**src/rtl/multicycle_controller.sv**
```systemverilog
// Control FSM for the multicycle RV32I core: sequences memory, ALU, IR and register
// file across FETCH/DECODE/execute/writeback, and counts retired instructions.
module multicycle_controller #(
    parameter int unsigned COUNT_W = 32
) (
    input  logic               i_clk,
    input  logic               i_rst_n,
    input  logic [6:0]         i_op,
    input  logic [2:0]         i_funct3,
    input  logic               i_funct7b5,
    input  logic               i_zero,
    output logic [1:0]         o_immSrc,
    output logic [1:0]         o_aluSrcA,
    output logic [1:0]         o_aluSrcB,
    output logic [1:0]         o_resultSrc,
    output logic               o_adrSrc,
    output logic [2:0]         o_aluControl,
    output logic               o_irWrite,
    output logic               o_pcWrite,
    output logic               o_regWrite,
    output logic               o_memWrite,
    output logic               o_illegalInstr,
    output logic [COUNT_W-1:0] o_instret
);

    localparam logic [3:0] S_FETCH    = 4'd0;
    localparam logic [3:0] S_DECODE   = 4'd1;
    localparam logic [3:0] S_MEMADR   = 4'd2;
    localparam logic [3:0] S_MEMREAD  = 4'd3;
    localparam logic [3:0] S_MEMWB    = 4'd4;
    localparam logic [3:0] S_MEMWRITE = 4'd5;
    localparam logic [3:0] S_EXECR    = 4'd6;
    localparam logic [3:0] S_EXECI    = 4'd7;
    localparam logic [3:0] S_ALUWB    = 4'd8;
    localparam logic [3:0] S_JAL      = 4'd9;
    localparam logic [3:0] S_BEQ      = 4'd10;

    localparam logic [6:0] OP_LW   = 7'b0000011;
    localparam logic [6:0] OP_SW   = 7'b0100011;
    localparam logic [6:0] OP_R    = 7'b0110011;
    localparam logic [6:0] OP_I    = 7'b0010011;
    localparam logic [6:0] OP_BEQ  = 7'b1100011;
    localparam logic [6:0] OP_JAL  = 7'b1101111;

    localparam logic [1:0] ALUOP_ADD   = 2'b00;
    localparam logic [1:0] ALUOP_SUB   = 2'b01;
    localparam logic [1:0] ALUOP_FUNCT = 2'b10;

    localparam logic [2:0] ALU_ADD = 3'b000;
    localparam logic [2:0] ALU_SUB = 3'b001;
    localparam logic [2:0] ALU_AND = 3'b010;
    localparam logic [2:0] ALU_OR  = 3'b011;
    localparam logic [2:0] ALU_SLT = 3'b101;

    logic [3:0]         r_state;
    logic [COUNT_W-1:0] r_instret;

    logic [3:0] w_state;
    logic [3:0] w_next_state;
    logic [1:0] w_aluop;
    logic [1:0] w_alu_src_a;
    logic [1:0] w_alu_src_b;
    logic [1:0] w_result_src;
    logic       w_adr_src;
    logic       w_ir_write;
    logic       w_reg_write;
    logic       w_mem_write;
    logic       w_pc_update;
    logic       w_branch;
    logic       w_illegal;
    logic       w_retire;
    logic       w_funct_ok;

    // Under reset the outputs present FETCH selects; strobes are masked below.
    assign w_state    = i_rst_n ? r_state : S_FETCH;
    assign w_funct_ok = (i_funct3 == 3'b000) || (i_funct3 == 3'b010) ||
                        (i_funct3 == 3'b110) || (i_funct3 == 3'b111);

    always_ff @(posedge i_clk) begin
        if (!i_rst_n) begin
            r_state   <= S_FETCH;
            r_instret <= '0;
        end else begin
            r_state <= w_next_state;
            if (w_retire) begin
                r_instret <= r_instret + COUNT_W'(1);
            end
        end
    end

    // Next-state and Moore decode of the datapath controls.
    always_comb begin
        w_next_state = S_FETCH;
        w_aluop      = ALUOP_ADD;
        w_alu_src_a  = 2'b00;
        w_alu_src_b  = 2'b00;
        w_result_src = 2'b00;
        w_adr_src    = 1'b0;
        w_ir_write   = 1'b0;
        w_reg_write  = 1'b0;
        w_mem_write  = 1'b0;
        w_pc_update  = 1'b0;
        w_branch     = 1'b0;
        w_illegal    = 1'b0;
        w_retire     = 1'b0;
        case (w_state)
            S_FETCH: begin
                w_ir_write   = 1'b1;
                w_alu_src_b  = 2'b10;
                w_result_src = 2'b10;
                w_pc_update  = 1'b1;
                w_next_state = S_DECODE;
            end
            S_DECODE: begin
                w_alu_src_a = 2'b01;
                w_alu_src_b = 2'b01;
                case (i_op)
                    OP_LW, OP_SW: w_next_state = S_MEMADR;
                    OP_R: begin
                        w_next_state = w_funct_ok ? S_EXECR : S_FETCH;
                        w_illegal    = !w_funct_ok;
                    end
                    OP_I: begin
                        w_next_state = w_funct_ok ? S_EXECI : S_FETCH;
                        w_illegal    = !w_funct_ok;
                    end
                    OP_JAL:  w_next_state = S_JAL;
                    OP_BEQ:  w_next_state = S_BEQ;
                    default: w_illegal    = 1'b1;
                endcase
            end
            S_MEMADR: begin
                w_alu_src_a  = 2'b10;
                w_alu_src_b  = 2'b01;
                w_next_state = (i_op == OP_LW) ? S_MEMREAD : S_MEMWRITE;
            end
            S_MEMREAD: begin
                w_adr_src    = 1'b1;
                w_next_state = S_MEMWB;
            end
            S_MEMWB: begin
                w_result_src = 2'b01;
                w_reg_write  = 1'b1;
                w_retire     = 1'b1;
            end
            S_MEMWRITE: begin
                w_adr_src   = 1'b1;
                w_mem_write = 1'b1;
                w_retire    = 1'b1;
            end
            S_EXECR: begin
                w_alu_src_a  = 2'b10;
                w_aluop      = ALUOP_FUNCT;
                w_next_state = S_ALUWB;
            end
            S_EXECI: begin
                w_alu_src_a  = 2'b10;
                w_alu_src_b  = 2'b01;
                w_aluop      = ALUOP_FUNCT;
                w_next_state = S_ALUWB;
            end
            S_ALUWB: begin
                w_reg_write = 1'b1;
                w_retire    = 1'b1;
            end
            S_JAL: begin
                w_alu_src_a  = 2'b01;
                w_alu_src_b  = 2'b10;
                w_pc_update  = 1'b1;
                w_next_state = S_ALUWB;
            end
            S_BEQ: begin
                w_alu_src_a = 2'b10;
                w_aluop     = ALUOP_SUB;
                w_branch    = 1'b1;
                w_retire    = 1'b1;
            end
            default: w_next_state = S_FETCH;
        endcase
    end

    // ALU operation; subtract on funct3=000 only for R-type (op[5]) with funct7b5.
    always_comb begin
        o_aluControl = ALU_ADD;
        case (w_aluop)
            ALUOP_SUB: o_aluControl = ALU_SUB;
            ALUOP_FUNCT: begin
                case (i_funct3)
                    3'b000:  o_aluControl = (i_op[5] && i_funct7b5) ? ALU_SUB : ALU_ADD;
                    3'b010:  o_aluControl = ALU_SLT;
                    3'b110:  o_aluControl = ALU_OR;
                    3'b111:  o_aluControl = ALU_AND;
                    default: o_aluControl = ALU_ADD;
                endcase
            end
            default: o_aluControl = ALU_ADD;
        endcase
    end

    always_comb begin
        case (i_op)
            OP_SW:   o_immSrc = 2'b01;
            OP_BEQ:  o_immSrc = 2'b10;
            OP_JAL:  o_immSrc = 2'b11;
            default: o_immSrc = 2'b00;
        endcase
    end

    assign o_aluSrcA      = w_alu_src_a;
    assign o_aluSrcB      = w_alu_src_b;
    assign o_resultSrc    = w_result_src;
    assign o_adrSrc       = w_adr_src;
    assign o_irWrite      = i_rst_n & w_ir_write;
    assign o_pcWrite      = i_rst_n & (w_pc_update | (w_branch & i_zero));
    assign o_regWrite     = i_rst_n & w_reg_write;
    assign o_memWrite     = i_rst_n & w_mem_write;
    assign o_illegalInstr = i_rst_n & w_illegal;
    assign o_instret      = r_instret;

endmodule
```
**config.mk**
```make
export PLATFORM = sky130hd
export DESIGN_NAME = multicycle_controller
export DESIGN_NICKNAME = d
export VERILOG_FILES = /design/src/rtl/multicycle_controller.sv
export SDC_FILE = /design/constraint.sdc
export NUM_CORES = 1
export LEC_CHECK = 0
export ABC_CLOCK_PERIOD_IN_PS = 2600
export CAP_MARGIN = 20
export CORE_MARGIN = 2
export CORE_UTILIZATION = 30
export CTS_CLUSTER_DIAMETER = 120
export DETAILED_ROUTE_END_ITERATION = 8
export PLACE_DENSITY = 0.6
export SYNTH_ARGS = -nofsm -noshare
export SYNTH_HDL_FRONTEND = slang
export SYNTH_SLANG_ARGS = --single-unit
```
**constraint.sdc**
```tcl
create_clock -name i_clk -period 2.6 [get_ports i_clk]
set_input_delay 0.39 -clock i_clk [delete_from_list [all_inputs] [get_ports i_clk]]
set_output_delay 0.39 -clock i_clk [all_outputs]
set_load 0.005 [all_outputs]
```
==> qor.csv, run 1 <==
stage;metric;value;unit
status;outcome;finished clean;
synthesis;async_flop_share;0;%
synthesis;synth_top_area_share;33.0;%
layout;synthToLayoutAreaGrowth;45.4;%
setup_path;cpMaxStageDelayCell;clkdlybuf4s50_1;
setup_path;critPathLaunch;i_op[3];
synthesis;yosysMostFrequentCell;dfxtp_1;
power;vdd_drop_max;0.000197;V
job;cap_violations;0;
clocking;clock_path_buffers;2;
synthesis;avgSynthCellArea;8.33;um2
synthesis;synthTopCellsByArea;dfxtp_1, and2_1, xnor2_1;
layout;diodes;0;
synthesis;syn_area;2180;um2
synthesis;ys_warn_count;0;
clocking;clk_transition_reported_paths;0.07;ns
setup_path;arrival;2.13;ns
floorplan;rows;31;
clocking;cts_setup_buffers;0;
global_routing;grt_max_degree;28;
layout;fill_cells;733;
timing;post-route-min-period;2.52;ns
setup_path;rr_startpoint;o_instret[0]$_SDFFE_PN0P_;
timing;setup_tns;0;ns
floorplan;dieArea;7980;um2
clocking;cts_tree;done;
setup_path;r2r_end;o_instret[20]$_SDFFE_PN0P_;
floorplan;io_pins;63;
floorplan;die_w;89.3;um
synthesis;synth_area_leader_cell;dfxtp_1;
clocking;clock_latency;0.28;ns
clocking;cts_sinks;36;
setup_path;end_kind;output pin;
timing;slew_viol_final;0;
place;place_inst;434;
detailed_routing;ant_nets;0;
timing;worstMarginPinSlew;0.487;ns
setup_path;cp_data_required_time;2.21;ns
setup_path;worst_r2r_path_depth;6;
synthesis;synth_nets;279;
detailed_routing;wl_per_cell;12.0;um
setup_path;worstSetupStartpointType;input port;
synthesis;synth_edf_count;0;
place;portBuffers;62;
setup_path;critPathKind;input port to output pin;
detailed_routing;viasPerCell;4.74;
setup_path;critPathMaxStageDelay;0.51;ns
synthesis;ys_ff_latch;36;
global_routing;grt_pass1_vias;1970;
layout;final_area;3170;um2
floorplan;core;7140;um2
timing;fin_crit_sh;96.9;%
setup_path;crit_path_end;o_illegalInstr;
synthesis;ys_seq_area_share;33.0;%
synthesis;synthesis.instances;262;
global_routing;grt_pass1_wl;8.69;mm
power;p_per_area;356;nW/um2
power;power;1.13;mW
clocking;cts_buffers;5;
layout;regArea;724;um2
detailed_routing;drt_iter0_drc;76;
setup_path;cp_common_cell;clkdlybuf4s50_1;
timing;hold_violations;0;
place;place_area;3050;um2
setup_path;cp_cell_sequence;clkdlybuf4s50_1, nor4_2, a31oi_1, nor2_1, clkdlybuf4s50_1;
layout;multi_input_area;1400;um2
global_routing;grtUsageTotal;13.8;%
timing;grt_setup_unrepaired;no;
detailed_routing;drt_pass1_iterations;4;
hold_path;min_from;r_state[2]$_SDFF_PN0_;
timing;worst_hold_slack;0.495;ns
layout;nets;359;
floorplan;fp.dieH;89.3;um
global_routing;grt_overflow;0;
clocking;ctsHtreeMaxLevel;2;
layout;final_cells;442;
layout;final_layout_size_suffix_gt1_share;12.5;%
synthesis;synth_ff_type;dfxtp_1;
power;power.leakage;1.21;nW
timing;fin_skew;0.00675;ns
synthesis;synth.distinct_cells;48;
timing;slew_headroom;67.3;%
hold_path;hp-class;register to register;
clocking;root_buffer;clkbuf_8;
setup_path;rrSetupSlack;0.64;ns
timing;setup-violations-final;0;
place;place_congestion;0.766;
floorplan;initial_core_util;30.6;%
synthesis;synth_common_cells;dfxtp_1, and2_1, nand2_1;
detailed_routing;routed_wl;5.29;mm
global_routing;antenna_found_initial;0;
timing;timing.fmax;397;MHz
detailed_routing;via_count;2096;
place;dp_hpwl;4.07;mm
setup_path;cp_max_fo;4;
detailed_routing;drc;0;
-- routing by layer --
metal / up-vias / global-route usage [%] / wire [um]
li1: 1094 / - / -
met1: 945 / 18.2 / 2630
met2: 51 / 22.3 / 2340
met3: 6 / 3.60 / 252
met4: 0 / 4.21 / 68
met5: - / 0 / 0
-- kinds of logic after synthesis --
logic type / synth area share, %
simple gates: 38.5
flops: 33.0
compound gates: 9.97
xor+xnor: 10.8
buf+inv: 3.21
mux: 2.81
fa+ha+maj: 1.72
-- critical path: cells and delay by family --
| kind | cells | cell delay, ns |
|---|---|---|
| buffers and inverters | 2 | 1.00 |
| AO/OA/AOI/OAI | 1 | 0.14 |
| AND/OR/NAND/NOR | 2 | 0.60 |
-- area by class of cell --
class / count / area share (%)
Inverter: 7 / 0.828
Sequential cell: 36 / 22.8
Clock buffer: 6 / 2.29
Clock inverter: 2 / 1.10
Tap cell: 99 / 3.90
Timing Repair Buffer: 84 / 24.8
Multi-Input combinational cell: 208 / 44.2
-- stage by stage --
step                      worst slack, ns  util (%)
final                              0.0797      44.5
after global routing               0.0189      44.5
after CTS                        0.000558      44.4
after detailed placement           -0.154      42.7
after global placement             -0.142      42.7
after floorplan                     0.751         -
-- power by group --
group	switching [mW]	leakage [nW]	total (mW)	internal [mW]
Combinational	0.0420	0.864	0.0979	0.0559
Sequential	0.00281	0.291	0.554	0.551
Clock	0.192	0.0552	0.476	0.284
-- sequential cells by signal (all words and copies together) (netlist names) --
register and flops:
r_state 4, o_instret 32
-- worst min path at each step --
stage,to,cells after the start
6_report,r_state[2]$_SDFF_PN0_,1
5_1_grt,r_state[2]$_SDFF_PN0_,1
4_1_cts,o_instret[31]$_SDFFE_PN0P_,2
3_5_place_dp,o_instret[31]$_SDFFE_PN0P_,2
3_3_place_gp,o_instret[31]$_SDFFE_PN0P_,2
2_1_floorplan,o_instret[28]$_SDFFE_PN0P_,2
-- cell usage in the layout, fill, tap and decap left out, drive strengths merged, types with 2 or more instances in the layout --
master         count
ha                 3
and3               6
o21ai              6
a21boi             7
and2              25
clkbuf             6
buf               22
mux2i              5
nor3b              2
inv                7
nor4               8
xnor2             17
nand4              8
nor2b              4
clkdlybuf4s50     61
o211ai             4
dfxtp             36
or4                2
and4bb             2
nor3              16
a31oi              3
nor2              13
nand3             13
and4               3
nand4b             2
nand2             25
nand2b             5
or3                5
xor2              10
o31ai              3
-- repair_timing --
action                                  4_1_cts  5_1_grt
hold buffers                                  0        0
gates resized for setup                       4        3
endpoints found under the setup margin        3        2
Note: power is estimated with default switching activity, not from simulation.
==> inputs of run 2 (changes only) <==
Settings changed: CORE_UTILIZATION 30 to 51, PLACE_DENSITY 0.6 to 0.9.
==> qor.csv, run 2 (same netlist as run 1, synthesis figures left out) <==
stage;metric;value;unit;change
status;outcome;finished clean;;
timing;worstMarginPinSlew;0.545;ns;+0.0587 ns
setup_path;arrival;2.15;ns;+0.02 ns
setup_path;end_kind;output pin;;
layout;final_layout_size_suffix_gt1_share;13.1;%;+0.56 points
power;p_per_area;385;nW/um2;+8.2%
global_routing;grt_pass1_wl;9.77;mm;+12%
detailed_routing;viasPerCell;6.05;;+28%
global_routing;grt_overflow;0;;unchanged
place;dp_hpwl;3.94;mm;-3.4%
timing;setup-violations-final;0;;unchanged
clocking;cts_hold_buffers;0;;unchanged
clocking;clock_path_buffers;2;;unchanged
floorplan;initial_core_util;53.8;%;+23 points
layout;diodes;0;;unchanged
clocking;cts_tree;done;;
floorplan;die_w;69.4;um;-22%
floorplan;fp.dieH;69.4;um;-22%
detailed_routing;ant_nets;0;;unchanged
layout;nets;352;;-1.9%
timing;fin_crit_sh;97.8;%;+0.87 points
setup_path;cpMaxStageDelayCell;clkdlybuf4s50_1;;
setup_path;cp_max_fo;4;;unchanged
setup_path;worst_r2r_path_depth;6;;unchanged
floorplan;io_pins;63;;unchanged
global_routing;grt_pass1_vias;2144;;+8.8%
detailed_routing;via_count;2335;;+11%
layout;mostFrequentLayoutCell;clkdlybuf4s50_1;;
power;vdd_drop_max;0.000289;V;+46%
clocking;root_buffer;clkbuf_8;;
global_routing;grt_max_degree;46;;+64%
setup_path;critPathLaunch;i_op[3];;
power;power;1.21;mW;+7.2%
global_routing;antenna_found_initial;0;;unchanged
floorplan;rows;23;;-26%
detailed_routing;wl_per_cell;16.4;um;+37%
clocking;cts_buffers;5;;unchanged
timing;slew_headroom;63.3;%;-3.9 points
clocking;clk_transition_reported_paths;0.07;ns;about the same
layout;final_core_util;77.5;%;+33 points
detailed_routing;routed_wl;6.35;mm;+20%
timing;hold_violations;0;;unchanged
job;cap_violations;0;;unchanged
clocking;cts_sinks;36;;unchanged
setup_path;rr_startpoint;r_state[2]$_SDFF_PN0_;;
hold_path;whs_path_depth;2;;+1
clocking;ctsHtreeMaxLevel;2;;unchanged
detailed_routing;drc;0;;unchanged
floorplan;dieArea;4820;um2;-40%
clocking;clock_latency;0.29;ns;about the same
layout;synthToLayoutAreaGrowth;44.0;%;
timing;fin_skew;0.00244;ns;-0.00432 ns
power;power.leakage;1.22;nW;+0.87%
setup_path;critPathKind;input port to output pin;;
detailed_routing;drt_pass1_iterations;5;;+1
setup_path;critPathMaxStageDelay;0.56;ns;+0.05 ns
setup_path;worstSetupStartpointType;input port;;
layout;final_cell_mix;clkdlybuf4s50_1, dfxtp_1, and2_1, nand2_1, xnor2_1;;
timing;post-route-min-period;2.54;ns;+0.0226 ns
timing;timing.fmax;393;MHz;-0.89%
layout;largest_register_ffs;32;;unchanged
global_routing;grtUsageTotal;24.1;%;+10 points
setup_path;cp_data_required_time;2.21;ns;about the same
setup_path;cp_cell_sequence;clkdlybuf4s50_1, xor2_2, nor4_4, nor2_2, a31oi_2, nor2_2, clkdlybuf4s50_1;;
detailed_routing;drt_iter0_drc;193;;+150%
floorplan;core;4060;um2;-43%
hold_path;hp-class;register to register;;
place;place_area;2930;um2;-4.0%
place;place_congestion;0.861;;+12%
hold_path;min_from;o_instret[31]$_SDFFE_PN0P_;;
place;portBuffers;62;;unchanged
timing;setup_tns;0;ns;unchanged
layout;final_area;3140;um2;-0.99%
timing;slew_viol_final;0;;unchanged
run 2: cell types whose count changed in the layout (fill, tap and decap cells not counted), moves of 2 or more:
cell / before / now
clkdlybuf4s50_1: 61 / 58
nor4_2: 3 / 1
nor2_1: 13 / 10
buf_4: 21 / 14
nor2_2: 0 / 3
clkbuf_8: 5 / 7
dlymetal6s2s_1: 0 / 2
nor4_4: 1 / 3
run 2: what timing repair did:
item | 4_1_cts | 5_1_grt
gates resized for setup | 3 | 16
setup buffers | 0 | 1
endpoints found under the hold margin | 0 | 0
setup endpoints to repair | 3 | 6
pin swaps | 0 | 2
run 2: routing by layer:
metal / share of wire [%] / GRT usage [%]
met5: 0 / 0
met4: 2.7 / 9.37
met1: 39 / 31.0
met3: 8.2 / 4.36
met2: 50 / 40.1
run 2: critical path, delay by kind of cell:
kind / cells / cell delay, ns
compound gates: 1 / 0.17
xor+xnor: 1 / 0.25
buf+inv: 2 / 0.99
simple gates: 3 / 0.33
run 2: report_power, final:
group          switching [mW]  total, mW  leakage, nW  internal, mW
clock network           0.207      0.545       0.0645         0.338
logic                  0.0514      0.109        0.866        0.0578
registers             0.00250      0.555        0.290         0.552
run 2: layout make-up:
type	instances	area (um2)
multi-input cells	208	1460
inverters	7	26.3
flip-flops and latches	36	721
repair buffers	77	743
well taps	50	62.6
clock buffers	7	96.3
fillers	272	915
clock inverters	1	30.0
run 2: stage by stage:
stage | hold WS (ns) | worst slack, ns | cells
6_report | 0.492 | 0.0571 | 386
4_1_cts | 0.487 | 0.00321 | 385
3_5_place_dp | 0.477 | -0.113 | 377
3_3_place_gp | 0.467 | -0.0679 | 377
5_1_grt | 0.526 | -0.000533 | 386
2_1_floorplan | 0.471 | 0.751 | 262
run 2: worst paths after layout:
kind | slack [ns] | endpoint
hold reg to reg | 0.49 | o_instret[31]$_SDFFE_PN0P_
hold / removal | 0.49 | o_instret[31]$_SDFFE_PN0P_
setup reg to reg | 0.45 | o_instret[12]$_SDFFE_PN0P_
setup / recovery | 0.06 | o_illegalInstr
==> inputs of run 3 (changes only) <==
Settings changed: HOLD_SLACK_MARGIN from default to 0.1.
==> results of run 3 <==
Same layout as run 2: the final DEF is identical, and so are final timing and power.
